File: config.mk
export PLATFORM = sky130hd
export DESIGN_NAME = game_seq
export DESIGN_NICKNAME = d
export VERILOG_FILES = /design/src/rtl/game_seq_pkg.sv /design/src/rtl/game_seq_sync_edge_det.sv /design/src/rtl/game_seq.sv
export SDC_FILE = /design/constraint.sdc
export NUM_CORES = 1
export LEC_CHECK = 0
export ABC_AREA = 1
export BUFFER_PORTS_ARGS = -buffer_cell sky130_fd_sc_hd__buf_4
export CORE_MARGIN = 2
export CORE_UTILIZATION = 35
export CTS_BUF_LIST = sky130_fd_sc_hd__clkbuf_8
export CTS_CLUSTER_DIAMETER = 120
export CTS_CLUSTER_SIZE = 28
export DETAILED_ROUTE_END_ITERATION = 10
export MAX_ROUTING_LAYER = met4
export PLACE_DENSITY_LB_ADDON = 0.3
export SYNTH_ARGS = -nofsm -noshare
export SYNTH_HDL_FRONTEND = slang
export SYNTH_SLANG_ARGS = --single-unit
export TNS_END_PERCENT = 100
File: constraint.sdc
create_clock -name clk_vga -period 2.3 [get_ports clk_vga]
set_input_delay 0.23 -clock clk_vga [delete_from_list [all_inputs] [get_ports clk_vga]]
set_output_delay 0.23 -clock clk_vga [all_outputs]
set_load 0.02 [all_outputs]
File: src/rtl/game_seq_pkg.sv
// game_seq_pkg: shared play-state encodings and sizing helpers.
// The display and sprite blocks import this package so that every block
// decodes game_status identically (IDLE=0, PLAY=1, DYING=2, OVER=3).
package game_seq_pkg;

    localparam int GAME_STATUS_BIT_LEN = 2;

    typedef enum logic [GAME_STATUS_BIT_LEN-1:0] {
        GS_IDLE  = 2'd0,
        GS_PLAY  = 2'd1,
        GS_DYING = 2'd2,
        GS_OVER  = 2'd3
    } game_state_e;

    // Width of a down-counter that must hold the load value itself; the
    // floor of 2 keeps tiny or zero parameters from collapsing the counter.
    function automatic int cnt_width(input int load_val);
        int floor_val;
        floor_val = (load_val > 2) ? load_val : 2;
        return $clog2(floor_val + 1);
    endfunction

endpackage

File: src/rtl/game_seq_sync_edge_det.sv
// sync_edge_det: single-bit edge detector on a synchronous input.
//   clk_i   in  clock, rising edge
//   rst_i   in  synchronous active-high reset
//   sig_i   in  level being watched
//   edge_o  out edge pulse; registered (one cycle late) when REGISTERED=1,
//               otherwise combinational so it acts on the sampling edge
// RST_VAL preloads the history bit so a level already present at reset
// release is not mistaken for an edge.
module sync_edge_det #(
    parameter bit FALLING    = 1'b0,
    parameter bit RST_VAL    = 1'b0,
    parameter bit REGISTERED = 1'b1
) (
    input  logic clk_i,
    input  logic rst_i,
    input  logic sig_i,
    output logic edge_o
);

    logic sig_q;
    logic edge_q;
    logic edge_s;

    // Edge condition between the current sample and the previous one.
    always_comb begin
        if (FALLING) begin
            edge_s = ~sig_i & sig_q;
        end else begin
            edge_s = sig_i & ~sig_q;
        end
    end

    // History bit and registered pulse.
    always_ff @(posedge clk_i) begin
        if (rst_i) begin
            sig_q  <= RST_VAL;
            edge_q <= 1'b0;
        end else begin
            sig_q  <= sig_i;
            edge_q <= edge_s;
        end
    end

    assign edge_o = REGISTERED ? edge_q : edge_s;

endmodule

File: src/rtl/game_seq.sv
// game_seq: frame-level play-state sequencer (idle / play / dying / over).
//   clk_vga               in  pixel clock
//   rst                   in  synchronous active-high reset
//   v_sync_i              in  vertical sync, active low; falling edge = frame
//   start_btn_i           in  start request level
//   crash_me_enemy_i      in  player/enemy overlap, per pixel
//   crash_enemy_bullet_i  in  bullet/enemy overlap, per pixel
//   game_status_o         out current play state
//   gamestart_o           out one-cycle pulse on IDLE->PLAY
//   obj_rst_o             out one-cycle pulse on IDLE->PLAY and DYING->PLAY
//   frame_tick_o          out one-cycle pulse per frame
//   lives_o               out remaining lives
//   score_o               out score, saturating
//   invincible_o          out high while post-respawn invincibility runs
module game_seq
    import game_seq_pkg::*;
#(
    parameter int LIVES_INIT       = 3,
    parameter int DYING_FRAMES     = 60,
    parameter int INVINC_FRAMES    = 120,
    parameter int OVER_HOLD_FRAMES = 90,
    parameter int SCORE_W          = 16,
    parameter int SCORE_STEP       = 1
) (
    input  logic                           clk_vga,
    input  logic                           rst,
    input  logic                           v_sync_i,
    input  logic                           start_btn_i,
    input  logic                           crash_me_enemy_i,
    input  logic                           crash_enemy_bullet_i,
    output logic [GAME_STATUS_BIT_LEN-1:0] game_status_o,
    output logic                           gamestart_o,
    output logic                           obj_rst_o,
    output logic                           frame_tick_o,
    output logic [1:0]                     lives_o,
    output logic [SCORE_W-1:0]             score_o,
    output logic                           invincible_o
);

    localparam int DYW = cnt_width(DYING_FRAMES);
    localparam int INW = cnt_width(INVINC_FRAMES);
    localparam int OVW = cnt_width(OVER_HOLD_FRAMES);

    localparam logic [DYW-1:0]     DY_LOAD    = DYW'(DYING_FRAMES);
    localparam logic [INW-1:0]     INV_LOAD   = INW'(INVINC_FRAMES);
    localparam logic [OVW-1:0]     HOLD_LOAD  = OVW'(OVER_HOLD_FRAMES);
    localparam logic [1:0]         LIVES_LOAD = 2'(LIVES_INIT);
    localparam logic [SCORE_W-1:0] SCORE_INC  = SCORE_W'(SCORE_STEP);
    localparam logic [SCORE_W-1:0] SCORE_MAX  = {SCORE_W{1'b1}};

    game_state_e        state_q, state_d;
    logic [1:0]         lives_q, lives_d;
    logic [SCORE_W-1:0] score_q, score_d;
    logic [DYW-1:0]     dying_q, dying_d;
    logic [INW-1:0]     inv_q, inv_d;
    logic [OVW-1:0]     hold_q, hold_d;
    logic               hit_me_q, hit_me_d;
    logic               hit_blt_q, hit_blt_d;
    logic               gamestart_q, gamestart_d;
    logic               obj_rst_q, obj_rst_d;
    logic               invincible_q;

    logic               frame_tick_s;
    logic               start_edge_s;
    logic [SCORE_W:0]   score_sum_s;

    // Frame boundary: registered falling edge of v_sync.
    sync_edge_det #(
        .FALLING    (1'b1),
        .RST_VAL    (1'b1),
        .REGISTERED (1'b1)
    ) u_vsync_det (
        .clk_i  (clk_vga),
        .rst_i  (rst),
        .sig_i  (v_sync_i),
        .edge_o (frame_tick_s)
    );

    // Start request: rising edge acts on the very edge that samples it.
    sync_edge_det #(
        .FALLING    (1'b0),
        .RST_VAL    (1'b1),
        .REGISTERED (1'b0)
    ) u_start_det (
        .clk_i  (clk_vga),
        .rst_i  (rst),
        .sig_i  (start_btn_i),
        .edge_o (start_edge_s)
    );

    // One extra bit catches overflow so the score saturates instead of wrapping.
    assign score_sum_s = {1'b0, score_q} + {1'b0, SCORE_INC};

    // Next-state logic for the play FSM, counters, score and crash flags.
    always_comb begin
        state_d     = state_q;
        lives_d     = lives_q;
        score_d     = score_q;
        dying_d     = dying_q;
        inv_d       = inv_q;
        hold_d      = hold_q;
        gamestart_d = 1'b0;
        obj_rst_d   = 1'b0;

        // Sticky crash flags; a crash on the update edge re-arms the flag
        // for the following frame because set has priority over clear.
        if (state_q != GS_PLAY) begin
            hit_me_d  = 1'b0;
            hit_blt_d = 1'b0;
        end else begin
            hit_me_d  = crash_me_enemy_i     | (hit_me_q  & ~frame_tick_s);
            hit_blt_d = crash_enemy_bullet_i | (hit_blt_q & ~frame_tick_s);
        end

        case (state_q)
            GS_IDLE: begin
                if (start_edge_s) begin
                    state_d     = GS_PLAY;
                    lives_d     = LIVES_LOAD;
                    score_d     = {SCORE_W{1'b0}};
                    inv_d       = {INW{1'b0}};
                    gamestart_d = 1'b1;
                    obj_rst_d   = 1'b1;
                end else begin
                    state_d = GS_IDLE;
                end
            end
            GS_PLAY: begin
                if (frame_tick_s) begin
                    if (hit_blt_q) begin
                        score_d = score_sum_s[SCORE_W] ? SCORE_MAX : score_sum_s[SCORE_W-1:0];
                    end else begin
                        score_d = score_q;
                    end
                    if (inv_q != {INW{1'b0}}) begin
                        inv_d = inv_q - INW'(1);
                    end else if (hit_me_q) begin
                        lives_d = lives_q - 2'd1;
                        if (lives_q == 2'd1) begin
                            state_d = GS_OVER;
                            hold_d  = HOLD_LOAD;
                        end else begin
                            state_d = GS_DYING;
                            dying_d = DY_LOAD;
                        end
                    end else begin
                        inv_d = inv_q;
                    end
                end else begin
                    state_d = GS_PLAY;
                end
            end
            GS_DYING: begin
                if (frame_tick_s) begin
                    // A counter of 1 (or a stray 0) means this update ends DYING.
                    if (dying_q <= DYW'(1)) begin
                        dying_d   = {DYW{1'b0}};
                        state_d   = GS_PLAY;
                        inv_d     = INV_LOAD;
                        obj_rst_d = 1'b1;
                    end else begin
                        dying_d = dying_q - DYW'(1);
                    end
                end else begin
                    state_d = GS_DYING;
                end
            end
            GS_OVER: begin
                if (frame_tick_s && (hold_q != {OVW{1'b0}})) begin
                    hold_d = hold_q - OVW'(1);
                end else begin
                    hold_d = hold_q;
                end
                // Start only counts once the hold has fully expired.
                if (start_edge_s && (hold_q == {OVW{1'b0}})) begin
                    state_d = GS_IDLE;
                end else begin
                    state_d = GS_OVER;
                end
            end
            default: begin
                state_d = GS_IDLE;
            end
        endcase
    end

    // State, counter and output registers.
    always_ff @(posedge clk_vga) begin
        if (rst) begin
            state_q      <= GS_IDLE;
            lives_q      <= 2'd0;
            score_q      <= {SCORE_W{1'b0}};
            dying_q      <= {DYW{1'b0}};
            inv_q        <= {INW{1'b0}};
            hold_q       <= {OVW{1'b0}};
            hit_me_q     <= 1'b0;
            hit_blt_q    <= 1'b0;
            gamestart_q  <= 1'b0;
            obj_rst_q    <= 1'b0;
            invincible_q <= 1'b0;
        end else begin
            state_q      <= state_d;
            lives_q      <= lives_d;
            score_q      <= score_d;
            dying_q      <= dying_d;
            inv_q        <= inv_d;
            hold_q       <= hold_d;
            hit_me_q     <= hit_me_d;
            hit_blt_q    <= hit_blt_d;
            gamestart_q  <= gamestart_d;
            obj_rst_q    <= obj_rst_d;
            invincible_q <= (inv_d != {INW{1'b0}});
        end
    end

    assign game_status_o = state_q;
    assign gamestart_o   = gamestart_q;
    assign obj_rst_o     = obj_rst_q;
    assign frame_tick_o  = frame_tick_s;
    assign lives_o       = lives_q;
    assign score_o       = score_q;
    assign invincible_o  = invincible_q;

endmodule
======== Word-level counts from Yosys, hierarchy flattened ========
Index checks and enable logic that the tools add are counted.
Widths: inputs -> output; s select.
storage, ports and cells
  output and inout port bits .............. 24
  word-level logic and storage cells ...... 106
  bits of input ports ..................... 6
  register bits after elaboration ......... 48
cells by class
  bitwise logic cells ..................... 10
  muxes and demuxes ....................... 42
  $add $sub $neg .......................... 5
  $lt $le $gt $ge ......................... 1
  reduce and logical (&&, ||, !) cells .... 17
  equality and inequality tests ........... 17
operators with widths
  kind                   number
  $mux 7                 10
  $mux 16                4
  $mux 6                 6
  $pmux 16 s2            1
  $pmux 7 s3             1
  $reduce_bool 7->1      3
  $mux 2                 10
  $add 16x1->17 const B  1
  $ne 2x2->1 const B     7
  $pmux 7 s2             1
  $sub 7x1->7 const B    2
  $pmux 6 s2             1
  $reduce_and 6->1       2
  $ne 3x3->1 const B     3
  $pmux 2 s4             1
  $logic_not 7->1        1
  $le 6x1->1 const B     1
  $ne 2x1->1 const B     3
  $reduce_bool 2->1      3
  $sub 6x1->6 const B    1
  $mux 1                 5
  $reduce_and 5->1       1
  $and 1x1->1            4
  $eq 2x1->1 const B     2
  other kinds (11)       18

======== Longest topological paths before layout ========
  word-level depth ........................ 6
  gate-level depth with buffers ........... 13
  gate-level depth less buffers ........... 13

======== Cells and area by module ========
From an unflattened synthesis, not the netlist that was laid out.
second synthesis, totals
  cell total of the unflattened synthesis .. 441
  area, all modules ....................... 2825.2 um2
modules (own cells, without submodules)
  module                       cells an instance  sequential area each (um2)  instances  area an instance (um2)
  game_seq                     430                900.9                       1          2730.1
  sync_edge_det (u_vsync_det)  6                  40.0                        1          57.6
  sync_edge_det (u_start_det)  5                  20.0                        1          37.5

======== Worst setup path after synthesis ========
No wires, ideal clock.
  path type ............................... register to register
  from .................................... reg score_q[0], in the netlist score_o[0]
  to ...................................... reg score_q[8], in the netlist score_o[8]
  stages on the path, launching flop included .. 13
  data arrival time ....................... 1.533 ns
  required time ........................... 2.168 ns
  path buffers ............................ 0
  setup time .............................. 0.132 ns
  clock period less this slack ............ 1.665 ns
  path slack .............................. 0.635 ns
  cells stage by stage .................... dfxtp_1 ha_1 nand3_2 nor2_2 nand2_1 inv_2 nand2_4 inv_2 nand2_4 nand2_1 nand3_1 nand2_1 a21oi_2
between the ends
  longest elaborated chain between the ends .. 5
RTL lines
  what                    line             RTL
  start, declared         game_seq.sv:53   logic [SCORE_W-1:0] score_q, score_d;
  start signal, assigned  game_seq.sv:192  score_q <= {SCORE_W{1'b0}};
  start signal, assigned  game_seq.sv:204  score_q <= score_d;
  $add 16x1->17           game_seq.sv:92   assign score_sum_s = {1'b0, score_q} + {1'b0, SCORE_INC};
  $mux 16                 game_seq.sv:131  score_d = score_sum_s[SCORE_W] ? SCORE_MAX : score_sum_s[SCORE_W-1:0];
  $mux 16                 game_seq.sv:130  if (hit_blt_q) begin
  $mux 16                 game_seq.sv:129  if (frame_tick_s) begin
  $pmux 16 s2             game_seq.sv:115  case (state_q)
No other way between the ends. The select of a mux whose other input is x is not followed.
A chain may end at the register's enable or synchronous reset.

======== Final worst setup path ========
  from .................................... reg u_vsync_det.edge_q, in the netlist u_vsync_det.edge_o
  to ...................................... reg dying_q[1]
between the ends
  longest elaborated chain between the ends .. 2
  elaborated cells between the ends (all ways) .. 3
  classes of those cells .................. eq/ne: 2; reduce/logical: 1
RTL lines
  what                          line                          RTL
  start, declared               game_seq_sync_edge_det.sv:21  logic edge_q;
  start signal, assigned        game_seq_sync_edge_det.sv:40  edge_q <= edge_s;
  $ne 2x1->1 (no line)          n/a
  $reduce_and 6->1 (no line) *  n/a
  end signal, assigned          game_seq.sv:193               dying_q <= {DYW{1'b0}};
  end signal, assigned          game_seq.sv:205               dying_q <= dying_d;
  end, declared                 game_seq.sv:54                logic [DYW-1:0] dying_q, dying_d;
Mark *: on every way between the ends. The rest lies on a longest branch, timed or not.

==> impl_metrics.py <==
metrics = {
    "outcome": {
        "outcome": "complete, no violations",
    },
    "logic_synthesis": {
        "synth_fp_nets": 443,
        "syn-cell-area_um2": 2880,
        "synth.avg_cell_area_um2": 6.71,
        "yosysWarnings": 0,
        "synth_edf_count": 0,
        "async_flop_share": 0,
        "synth_seq_cells": 48,
        "seq_area_frac_synth": 0.333,
        "synthCells": 430,
        "synth_ff_type": "dfxtp_1",
        "synth.distinct_cells": 38,
    },
    "timing": {
        "rsz0062_at_grt": "no",
        "final-setup-viol-count": 0,
        "timing.clock.skew_ns": 0.0107,
        "finalHoldViolCount": 0,
        "slew_viol_final": 0,
        "tightest_slew_ns": 0.593,
        "fin_crit_ns": 1.90,
        "setup_tns_ns": 0,
        "max_freq_ghz": 0.527,
        "period_share": 0.825,
        "slew_headroom": 0.604,
    },
    "place": {
        "dpl_cell_area_um2": 3200,
        "gp_congestion": 0.915,
        "dpl.hpwl_um": 4800,
        "io_buffers": 29,
    },
    "grt": {
        "grt_pass1_wl_um": 11400,
        "grt_pass1_vias": 2492,
        "antenna_found_initial": 0,
        "gr-total-overflow": 0,
        "gr-usage-all-layers": 0.162,
        "grt_max_degree": 31,
    },
    "power_and_ir_drop": {
        "p_leak_uw": 0.00155,
        "swShare": 0.272,
        "p_int_uw": 1150,
        "power_frac_seq": 0.548,
        "pwr-share-clk": 0.332,
        "switchingPower_uw": 432,
        "p_per_area_nw_per_um2": 482,
        "power_frac_comb": 0.120,
        "ir_drop_uv": 238,
    },
    "cts": {
        "cts_tree": "built",
        "cts.sink_count": 48,
        "clk_latency_ns": 0.30,
        "cts_setup_buffers": 0,
        "cts_buffers": 5,
        "htreeDepth": 2,
        "hold_buffers": 0,
        "cts.clk_slew.worst_paths_ns": 0.09,
        "cts_buffer_depth": 2,
        "cts_resized": 0,
        "root_buffer": "clkbuf_8",
    },
    "final_layout": {
        "stdcell_area_um2": 3290,
        "nFillCells": 897,
        "synthToLayoutAreaGrowth_pct": 14.1,
        "diodes": 0,
        "multiInputGateArea_um2": 1660,
        "finalNetCount": 472,
        "drive_gt1_frac": 0.161,
        "seq_area_um2": 961,
    },
    "die": {
        "core_region_area_um2": 8090,
        "die_y_um": 94.8,
        "start_util": 0.356,
        "rows": 33,
        "die_x_um": 94.8,
        "ioPinCount": 30,
        "die-area_um2": 8980,
    },
    "setup_path": {
        "required_ns": 2.51,
        "crit_type": "flop to flop",
        "crit_arrival_ns": 2.11,
        "end_kind": "flop",
        "start_kind": "flop",
        "worstPathMaxFanout": 15,
    },
    "flow_run": {
        "drv_cap": 0,
    },
    "drt": {
        "wirelength_um": 6550,
        "drc": 0,
        "dr.pass1.iters": 4,
        "vias": 2735,
        "drtIter0Drc": 120,
        "ant_nets": 0,
        "drt-wirelength-per-cell_um": 11.6,
        "routed_via_density": 4.84,
    },
    "worst_hold_path": {
        "min_path_type": "primary input to flop",
    },
}
-- registers in the layout (all words and copies together) (netlist names) --
register and flops:
u_start_det.sig_q 1, hit_blt_q 1, score_o 16, dying_q 6, hit_me_q 1, lives_o 2, gamestart_o 1, obj_rst_o 1
inv_q 7, u_vsync_det.edge_o 1, u_vsync_det.sig_q 1, hold_q 7, invincible_o 1, game_status_o 2
-- power groups by stage --
stage | combinational [µW] | sequential, µW | clock, µW
2_1_floorplan | 135 | 891 | 0
3_3_place_gp | 191 | 888 | 0
3_5_place_dp | 190 | 888 | 0
4_1_cts | 192 | 869 | 555
5_1_grt | 217 | 873 | 584
6_report | 191 | 869 | 527
-- worst max-delay path, cell delays in order (launching register included) --
cell and delay (ns):
dfxtp_1 0.70, inv_2 0.15, o21ai_0 0.23, o21ai_1 0.11, nor2_2 0.31, o21ai_0 0.16
o211a_1 0.13
-- cell type report --
type                       instances  area share
clock buffer                       6      0.0251
clock inverter                     2     0.00342
multi-input combinational        314       0.504
inverter                          61      0.0696
sequential                        48       0.292
timing repair buffer              29      0.0661
tap                              105      0.0399
-- layout by cell type, fill, tap and decap left out, types with 4 or more instances in the layout --
cell type	count
a21oi_2	6
o21ai_0	18
inv_2	8
nand4_1	5
dfxtp_1	48
xor2_1	9
nand2_1	119
inv_1	54
nor2_2	4
a21oi_1	30
nor2_4	6
nor2_1	33
ha_1	7
clkbuf_8	6
buf_4	29
o21ai_1	10
nand3_1	38
-- per-layer routing --
| metal | track usage | share of wire | wire, µm | up-vias |
|---|---|---|---|---|
| met5 | - | 0 | 0 | - |
| met4 | 0.0399 | 0.0099 | 65 | 0 |
| met3 | 0.0271 | 0.032 | 209 | 7 |
| met2 | 0.271 | 0.46 | 3030 | 40 |
| met1 | 0.204 | 0.50 | 3250 | 1245 |
| li1 | - | - | - | 1443 |
-- through the flow --
stage / std cells / hold slack [ns] / setup WS, ns / utilization / total power (µW)
5_1_grt: 565 / 0.108 / 0.262 / 0.407 / 1670
3_3_place_gp: 557 / 0.401 / 0.461 / 0.395 / 1080
2_1_floorplan: 430 / 0.326 / 0.635 / - / 1030
6_report: 565 / 0.115 / 0.402 / 0.407 / 1590
3_5_place_dp: 557 / 0.404 / 0.462 / 0.395 / 1080
4_1_cts: 565 / 0.103 / 0.419 / 0.407 / 1620
-- path summary, 6_finish.rpt --
check | slack [ns] | to | depth (start not counted) | start
setup reg to reg | 0.40 | dying_q[1] | 6 | u_vsync_det.edge_o
setup / recovery | 0.40 | dying_q[1] | 6 | u_vsync_det.edge_o
hold / removal | 0.12 | u_vsync_det.sig_q | 2 | v_sync_i
hold reg to reg | 0.41 | u_vsync_det.edge_o | 2 | u_vsync_det.sig_q
-- cell usage after synthesis, types with 3 or more instances --
| cell | number | area, µm² |
|---|---|---|
| a21oi_1 | 30 | 150 |
| a21oi_2 | 6 | 52.6 |
| a31oi_1 | 3 | 18.8 |
| clkbuf_1 | 3 | 11.3 |
| dfxtp_1 | 48 | 961 |
| ha_1 | 7 | 87.6 |
| inv_1 | 53 | 199 |
| inv_2 | 8 | 30.0 |
| nand2_1 | 119 | 447 |
| nand2_4 | 3 | 33.8 |
| nand3_1 | 38 | 190 |
| nand3b_1 | 3 | 22.5 |
| nand4_1 | 5 | 31.3 |
| nor2_1 | 33 | 124 |
| nor2_2 | 4 | 25.0 |
| nor2_4 | 6 | 67.6 |
| o21ai_0 | 18 | 90.1 |
| o21ai_1 | 10 | 50.1 |
| xor2_1 | 9 | 78.8 |
-- cells by family after synthesis --
kind of cell    after synthesis  share of synthesized area
simple gates                222                      0.362
compound gates               75                      0.153
buf+inv                      68                     0.0915
flops                        48                      0.333
xor+xnor                     10                     0.0304
fa+ha+maj                     7                     0.0304
(Power assumes the default switching activity.)
